**src/rtl/sqrt_pkg.sv**
```systemverilog
// Shared definitions for the non-restoring square-root controller.
// Build option: SQRT_REMAINDER_EN adds the remainder output.
package sqrt_pkg;

    localparam int DEFAULT_WIDTH = 16;
    localparam int ROOT_W        = DEFAULT_WIDTH / 2;

    typedef enum logic [1:0] {
        S_IDLE,
        S_ITER,
        S_FIX,
        S_DONE
    } state_t;

endpackage

```
**src/rtl/sqrt_ctrl_if.sv**
```systemverilog
// Operand/result handshake bundle for sqrt_ctrl.
// Build option: SQRT_REMAINDER_EN adds the remainder signal and modport member.
interface sqrt_ctrl_if
    import sqrt_pkg::*;
#(
    parameter int WIDTH = DEFAULT_WIDTH
);
    localparam int N = WIDTH / 2;

    logic             in_valid;
    logic             in_ready;
    logic [WIDTH-1:0] radicand;
    logic             out_valid;
    logic             out_ready;
    logic [N-1:0]     root;
    logic             busy;
`ifdef SQRT_REMAINDER_EN
    logic [N:0]       remainder;

    modport master (
        output in_valid, radicand, out_ready,
        input  in_ready, out_valid, root, remainder, busy
    );
    modport slave (
        input  in_valid, radicand, out_ready,
        output in_ready, out_valid, root, remainder, busy
    );
`else
    modport master (
        output in_valid, radicand, out_ready,
        input  in_ready, out_valid, root, busy
    );
    modport slave (
        input  in_valid, radicand, out_ready,
        output in_ready, out_valid, root, busy
    );
`endif

endinterface

```
**src/rtl/sqrt_addsub.sv**
```systemverilog
// Ripple-carry adder/subtractor (sum = a + b, or a - b when sub is set)
// built from full_adder cells; the carry out of the sign bit is discarded.
module full_adder (
    input  logic a,
    input  logic b,
    input  logic cin,
    output logic sum,
    output logic cout
);
    assign sum  = a ^ b ^ cin;
    assign cout = (a & b) | (cin & (a ^ b));
endmodule

module sqrt_addsub #(
    parameter int W = 10
) (
    input  logic [W-1:0] a,
    input  logic [W-1:0] b,
    input  logic         sub,
    output logic [W-1:0] sum
);
    logic [W-1:0] b_x;
    logic [W-1:0] carry;

    // Two's-complement subtract: invert b and inject a carry of one.
    assign b_x      = b ^ {W{sub}};
    assign carry[0] = sub;

    for (genvar k = 0; k < W - 1; k++) begin : g_cell
        full_adder u_fa (
            .a   (a[k]),
            .b   (b_x[k]),
            .cin (carry[k]),
            .sum (sum[k]),
            .cout(carry[k+1])
        );
    end

    assign sum[W-1] = a[W-1] ^ b_x[W-1] ^ carry[W-1];
endmodule

```
**src/rtl/sqrt_ctrl.sv**
```systemverilog
// Iterative non-restoring square root, one root bit per cycle, one shared add/sub.
// Build option: SQRT_REMAINDER_EN exposes the final remainder.
module sqrt_ctrl
    import sqrt_pkg::*;
#(
    parameter int WIDTH = DEFAULT_WIDTH
) (
    input  logic       clk,
    input  logic       rst_n,
    sqrt_ctrl_if.slave bus
);
    localparam int N     = WIDTH / 2;
    localparam int RW    = N + 2;
    localparam int CNT_W = (N > 1) ? $clog2(N) : 1;

    if ((WIDTH % 2) != 0 || WIDTH < 4) begin : g_bad_width
        $error("sqrt_ctrl: WIDTH must be even and at least 4");
    end

    state_t           state;
    state_t           state_next;
    logic [RW-1:0]    r;
    logic [N-1:0]     q;
    logic [WIDTH-1:0] rad;
    logic [CNT_W-1:0] cnt;

    logic [RW-1:0]    add_a;
    logic [RW-1:0]    add_b;
    logic [RW-1:0]    add_sum;
    logic             add_sub;
    logic             r_neg;

    assign r_neg = r[RW-1];

    // NOTE: sequential state uses non-blocking assignments so every register
    // samples pre-edge values, independent of process evaluation order.
    always_ff @(posedge clk) begin
        if (!rst_n) state <= S_IDLE;
        else        state <= state_next;
    end

    // NOTE: every combinational output gets a default first, so no path
    // through the block leaves a signal unassigned and infers a latch.
    always_comb begin
        state_next = state;
        case (state)
            S_IDLE:  if (bus.in_valid)  state_next = S_ITER;
            S_ITER:  if (cnt == '0)     state_next = S_FIX;
            S_FIX:                      state_next = S_DONE;
            S_DONE:  if (bus.out_ready) state_next = S_IDLE;
            default:                    state_next = S_IDLE;
        endcase
    end

    // ITER feeds the shifted remainder with the next radicand pair; FIX reuses
    // the same adder to add back (Q<<1|1) when the last step went negative.
    always_comb begin
        add_a   = {r[N-1:0], rad[WIDTH-1 -: 2]};
        add_b   = {q, r_neg ? 2'b11 : 2'b01};
        add_sub = ~r_neg;
        if (state == S_FIX) begin
            add_a   = r;
            add_b   = {1'b0, q, 1'b1};
            add_sub = 1'b0;
        end
    end

    sqrt_addsub #(.W(RW)) u_addsub (
        .a  (add_a),
        .b  (add_b),
        .sub(add_sub),
        .sum(add_sum)
    );

    always_ff @(posedge clk) begin
        if (!rst_n) begin
            r   <= '0;
            q   <= '0;
            rad <= '0;
            cnt <= '0;
        end else begin
            case (state)
                S_IDLE: begin
                    if (bus.in_valid) begin
                        rad <= bus.radicand;
                        r   <= '0;
                        q   <= '0;
                        cnt <= CNT_W'(N - 1);
                    end
                end
                S_ITER: begin
                    r   <= add_sum;
                    q   <= {q[N-2:0], ~add_sum[RW-1]};
                    rad <= rad << 2;
                    cnt <= cnt - 1'b1;
                end
                S_FIX: begin
                    if (r_neg) r <= add_sum;
                end
                default: ;
            endcase
        end
    end

    assign bus.in_ready  = (state == S_IDLE);
    assign bus.out_valid = (state == S_DONE);
    assign bus.busy      = (state == S_ITER) || (state == S_FIX);
    assign bus.root      = q;
`ifdef SQRT_REMAINDER_EN
    assign bus.remainder = r[N:0];
`endif

endmodule
```
**src/flat_wrapper.sv**
```systemverilog
// flat-port wrapper written by rule: the top's interface ports become plain ports
module sqrt_ctrl_flat import sqrt_pkg::*;
#(
    parameter int WIDTH = DEFAULT_WIDTH
)
  (clk, rst_n, bus_in_valid, bus_radicand, bus_out_ready, bus_in_ready, bus_out_valid, bus_root, bus_busy);
  sqrt_ctrl_if #(.WIDTH(WIDTH)) bus_i ();
  input  logic clk;
  input  logic rst_n;
  input wire logic [$bits(bus_i.in_valid)-1:0] bus_in_valid;
  input wire logic [$bits(bus_i.radicand)-1:0] bus_radicand;
  input wire logic [$bits(bus_i.out_ready)-1:0] bus_out_ready;
  output wire logic [$bits(bus_i.in_ready)-1:0] bus_in_ready;
  output wire logic [$bits(bus_i.out_valid)-1:0] bus_out_valid;
  output wire logic [$bits(bus_i.root)-1:0] bus_root;
  output wire logic [$bits(bus_i.busy)-1:0] bus_busy;
  assign bus_i.in_valid = bus_in_valid;
  assign bus_i.radicand = bus_radicand;
  assign bus_i.out_ready = bus_out_ready;
  assign bus_in_ready = bus_i.in_ready;
  assign bus_out_valid = bus_i.out_valid;
  assign bus_root = bus_i.root;
  assign bus_busy = bus_i.busy;
  sqrt_ctrl #(.WIDTH(WIDTH)) u_core (.clk(clk), .rst_n(rst_n), .bus(bus_i));
endmodule
```
**config.mk**
```make
export PLATFORM = sky130hd
export DESIGN_NAME = sqrt_ctrl_flat
export DESIGN_NICKNAME = d
export VERILOG_FILES = /design/src/rtl/sqrt_pkg.sv /design/src/rtl/sqrt_ctrl_if.sv /design/src/rtl/sqrt_addsub.sv /design/src/rtl/sqrt_ctrl.sv /design/src/flat_wrapper.sv
export SDC_FILE = /design/constraint.sdc
export NUM_CORES = 1
export LEC_CHECK = 0
export CORE_ASPECT_RATIO = 0.6
export CORE_MARGIN = 8
export CORE_UTILIZATION = 55
export CTS_CLUSTER_SIZE = 28
export DETAILED_ROUTE_END_ITERATION = 6
export PLACE_DENSITY_LB_ADDON = 0.1
export SYNTH_ARGS = -nofsm -noshare
export SYNTH_HDL_FRONTEND = slang
export SYNTH_SLANG_ARGS = --single-unit
```
**constraint.sdc**
```tcl
create_clock -name clk -period 6.1 [get_ports clk]
set_input_delay 1.22 -clock clk [delete_from_list [all_inputs] [get_ports clk]]
set_output_delay 1.22 -clock clk [all_outputs]
set_load 0.01 [all_outputs]
```
==> impl_metrics.toml <==
[synthesis]
syn-cell-area_um2 = 2280
asyncSetResetFlopFracSynth = 0
synth_top_cells_by_count = "39 x sky130_fd_sc_hd__dfxtp_1, 35 x sky130_fd_sc_hd__nor2_1, 21 x sky130_fd_sc_hd__mux2i_1, 10 x sky130_fd_sc_hd__a211oi_2, 10 x sky130_fd_sc_hd__a21oi_1"
synth.top_cell.area_share = 0.3425
cells_after_synthesis = 238
yosysSeqAreaShare = 0.3425
netlist_top_cells_area = "sky130_fd_sc_hd__dfxtp_1 34%, sky130_fd_sc_hd__mux2i_1 9.2%, sky130_fd_sc_hd__fa_1 7.0%"
synth_largest_area_cell = "sky130_fd_sc_hd__dfxtp_1"
synth_warnings = 0
synth_cell_types = 37
synth_fp_nets = 274
syn-mean-instance-area_um2 = 9.579
post-synth-top-count-cell = "sky130_fd_sc_hd__dfxtp_1"
synth-edff-count = 0
ys.flop_type = "sky130_fd_sc_hd__dfxtp_1"
yosys_register_bits = 39

[critical_path]
worst-path-max-fanout = 6
critical_path.top_delay_family = "adder cells"
worst-path-buf-inv = 2
slowest_cell_on_crit_path = "sky130_fd_sc_hd__dfxtp_1"
critPathMostFrequentCell = "sky130_fd_sc_hd__fa_1"
critical_path_startpoint = "u_core.state[0]"
path_cells = "inv_1, ha_1, nor2b_1, mux2i_1, o22a_1, fa_1, fa_1, fa_1, fa_1, fa_1, fa_1, inv_1, fa_1, fa_1, xor2_1, xnor2_1, xnor2_1, a31o_1"
critical_path.reg2reg.startpoint = "u_core.state[0]"
critical_path_class = "flop to flop"
critPathCaptureType = "flop"
start_kind = "flop"
worst_path_largest_cell_delay_ps = 410
crit_arrival_ps = 4930
cp.required_ps = 6290

[timing]
setup_violations = 0
maxSlewHeadroom = 0.2876
final.period_utilization = 0.7772
fmax_ghz = 0.2109
report.final.hold_viol_count = 0
rsz_0062_raised_after_global_routing = "false"
layout_min_cycle_time_ps = 4741
final.setup_skew_ps = 6.757
setup_tns_ps = 0
worst_slew_pin_slew_ps = 1069
report.final.slew_viol_count = 0

[clocking]
tritoncts = "built"
tritoncts.num_buffers = 5
tritoncts_num_sinks = 39
cts_post_setup_buffers_inserted = 0
postCtsHoldBufs = 0
ctsRootBufferMaster = "sky130_fd_sc_hd__clkbuf_8"
clk_pin_slew_worst_paths_ps = 80
ctsHtreeMaxLevel = 2
post_cts_resized = 0
clk-insertion-delay-late_ps = 290
ctsLongestPathBuffers = 2

[power_and_ir_drop]
clock_power_share = 0.119
leakagePower_uw = 0.0009981
switching_power_uw = 589.2
worst_ir_drop_vdd_mv = 0.3602
powerDensity_nw_per_um2 = 522.3
p_comb_frac = 0.604
cell_internal_power_uw = 788.3
net_sw_frac = 0.4277
seqPwrFrac = 0.277

[place]
dpl.hpwl_um = 3160
count_of_buffers_inserted_at_the_top_level_ports = 30
place_congestion = 0.8628
post_dp_cell_area_um2 = 2556

[finish]
final_nets = 296
post-route-cell-area_um2 = 2638
drive_above_1_share = 0.1149
syn2layout_area_growth_pct = 15.70
filler_cell_count = 349
antenna_cells_inserted = 0

[global_routing]
number_of_global_route_vias_before_repair = 1545
grt_use_total = 0.1407
antenna_found_initial = 0
grt_start_max_net_pins = 38
grt_first_pass_wirelength_um = 7445
gr-total-overflow = 0

[drt]
finalWirelength_um = 4468
vias = 1710
routed_len_inst_um = 14.37
via_per_inst = 5.498
initialDrtViolationCount = 100
drtPass1Iterations = 6
route.antenna.remaining_nets = 0
drcViolationCount = 0

[hold_path]
hold_path_class = "flop to flop"
worst_hold_startpoint = "u_core.cnt[1]"

[die]
initial_cell_density_of_the_core = 0.5623
die-height_um = 65.87
design.portCount = 31
rows = 18
die-area_um2 = 6529
die_w_um = 99.12
placeable_core_region_um2 = 4054

[run]
drv.max_cap_violation_count = 0

[run_status]
outcome = "completed"
-- stage by stage --
step	worst slack, ps	total power [µW]	cells	hold WS (ps)	util
finish	1359	1378	311	473.8	0.6506
global route	1009	1519	311	507.8	0.6506
floorplan	1459	1082	238	436.7	-
global placement	1440	1215	303	455.6	0.6306
detailed placement	1359	1219	303	455.2	0.6306
CTS	1344	1389	311	469.5	0.6506
-- worst reg2reg max path: cells and delay by family, from the launching register on --
family | cells | cell delay [ps]
adder cells (fa/ha/maj) | 9 | 2950
XOR/XNOR | 3 | 440
AND/OR/NAND/NOR | 1 | 130
multiplexers | 1 | 80
buffers and inverters | 2 | 170
flip-flops | 1 | 410
AO/OA/AOI/OAI | 2 | 450
-- state kept, by name, summed over array words and instances (netlist names) --
name,cells
u_core.rad,16
u_core.r,10
u_core.bus.root,8
u_core.cnt,3
u_core.state,2
-- final timing paths --
kind	end	slack, ps	cells after the start
worst max-delay path	u_core.bus.root[0]	1360	18
worst min-delay path	u_core.cnt[1]	470	2
worst max register to register	u_core.bus.root[0]	1360	18
worst min register to register	u_core.cnt[1]	470	2
-- per-layer routing --
| layer | wire, µm | GRT usage |
|---|---|---|
| met1 | 2476 | 0.2111 |
| met2 | 1740 | 0.1826 |
| met4 | 31 | 0.03933 |
| met5 | 0 | 0 |
| met3 | 220 | 0.04412 |
-- layout make-up --
| cell class | instances | area, µm² | share of cell area |
|---|---|---|---|
| Multi-Input combinational cell | 172 | 1360 | 0.5157 |
| Sequential cell | 39 | 780.7 | 0.2960 |
| Timing Repair Buffer | 32 | 315.3 | 0.1195 |
| Clock buffer | 7 | 76.32 | 0.02894 |
| Tap cell | 50 | 62.56 | 0.02372 |
| Inverter | 10 | 37.54 | 0.01423 |
| Clock inverter | 1 | 5.005 | 0.001898 |
-- power by group through the flow --
stage	Clock [µW]	Sequential [µW]	Combinational, µW
global route	182	390	946
detailed placement	0	386	833
CTS	170	381	838
global placement	0	384	831
finish	165	381	832
floorplan	0	369	713
-- cell families after synthesis --
family | after synthesis | share of synthesized area
and+or+nand+nor | 71 | 0.1504
muxes | 27 | 0.1218
adders and majority gates | 16 | 0.1142
AOI/OAI and AO/OA | 48 | 0.1707
xor gates and xnor gates | 10 | 0.03842
buffers and inverters | 27 | 0.06202
DFF | 39 | 0.3425
-- placed cells by master (no fill, tap or decap), types with 9 or more instances in the layout --
cell type / instances
sky130_fd_sc_hd__a211oi_2: 10
sky130_fd_sc_hd__a21oi_1: 10
sky130_fd_sc_hd__a22oi_1: 9
sky130_fd_sc_hd__clkdlybuf4s50_1: 30
sky130_fd_sc_hd__dfxtp_1: 39
sky130_fd_sc_hd__inv_1: 9
sky130_fd_sc_hd__mux2i_1: 21
sky130_fd_sc_hd__nor2_1: 34
Note: power is estimated with default switching activity, not from simulation.
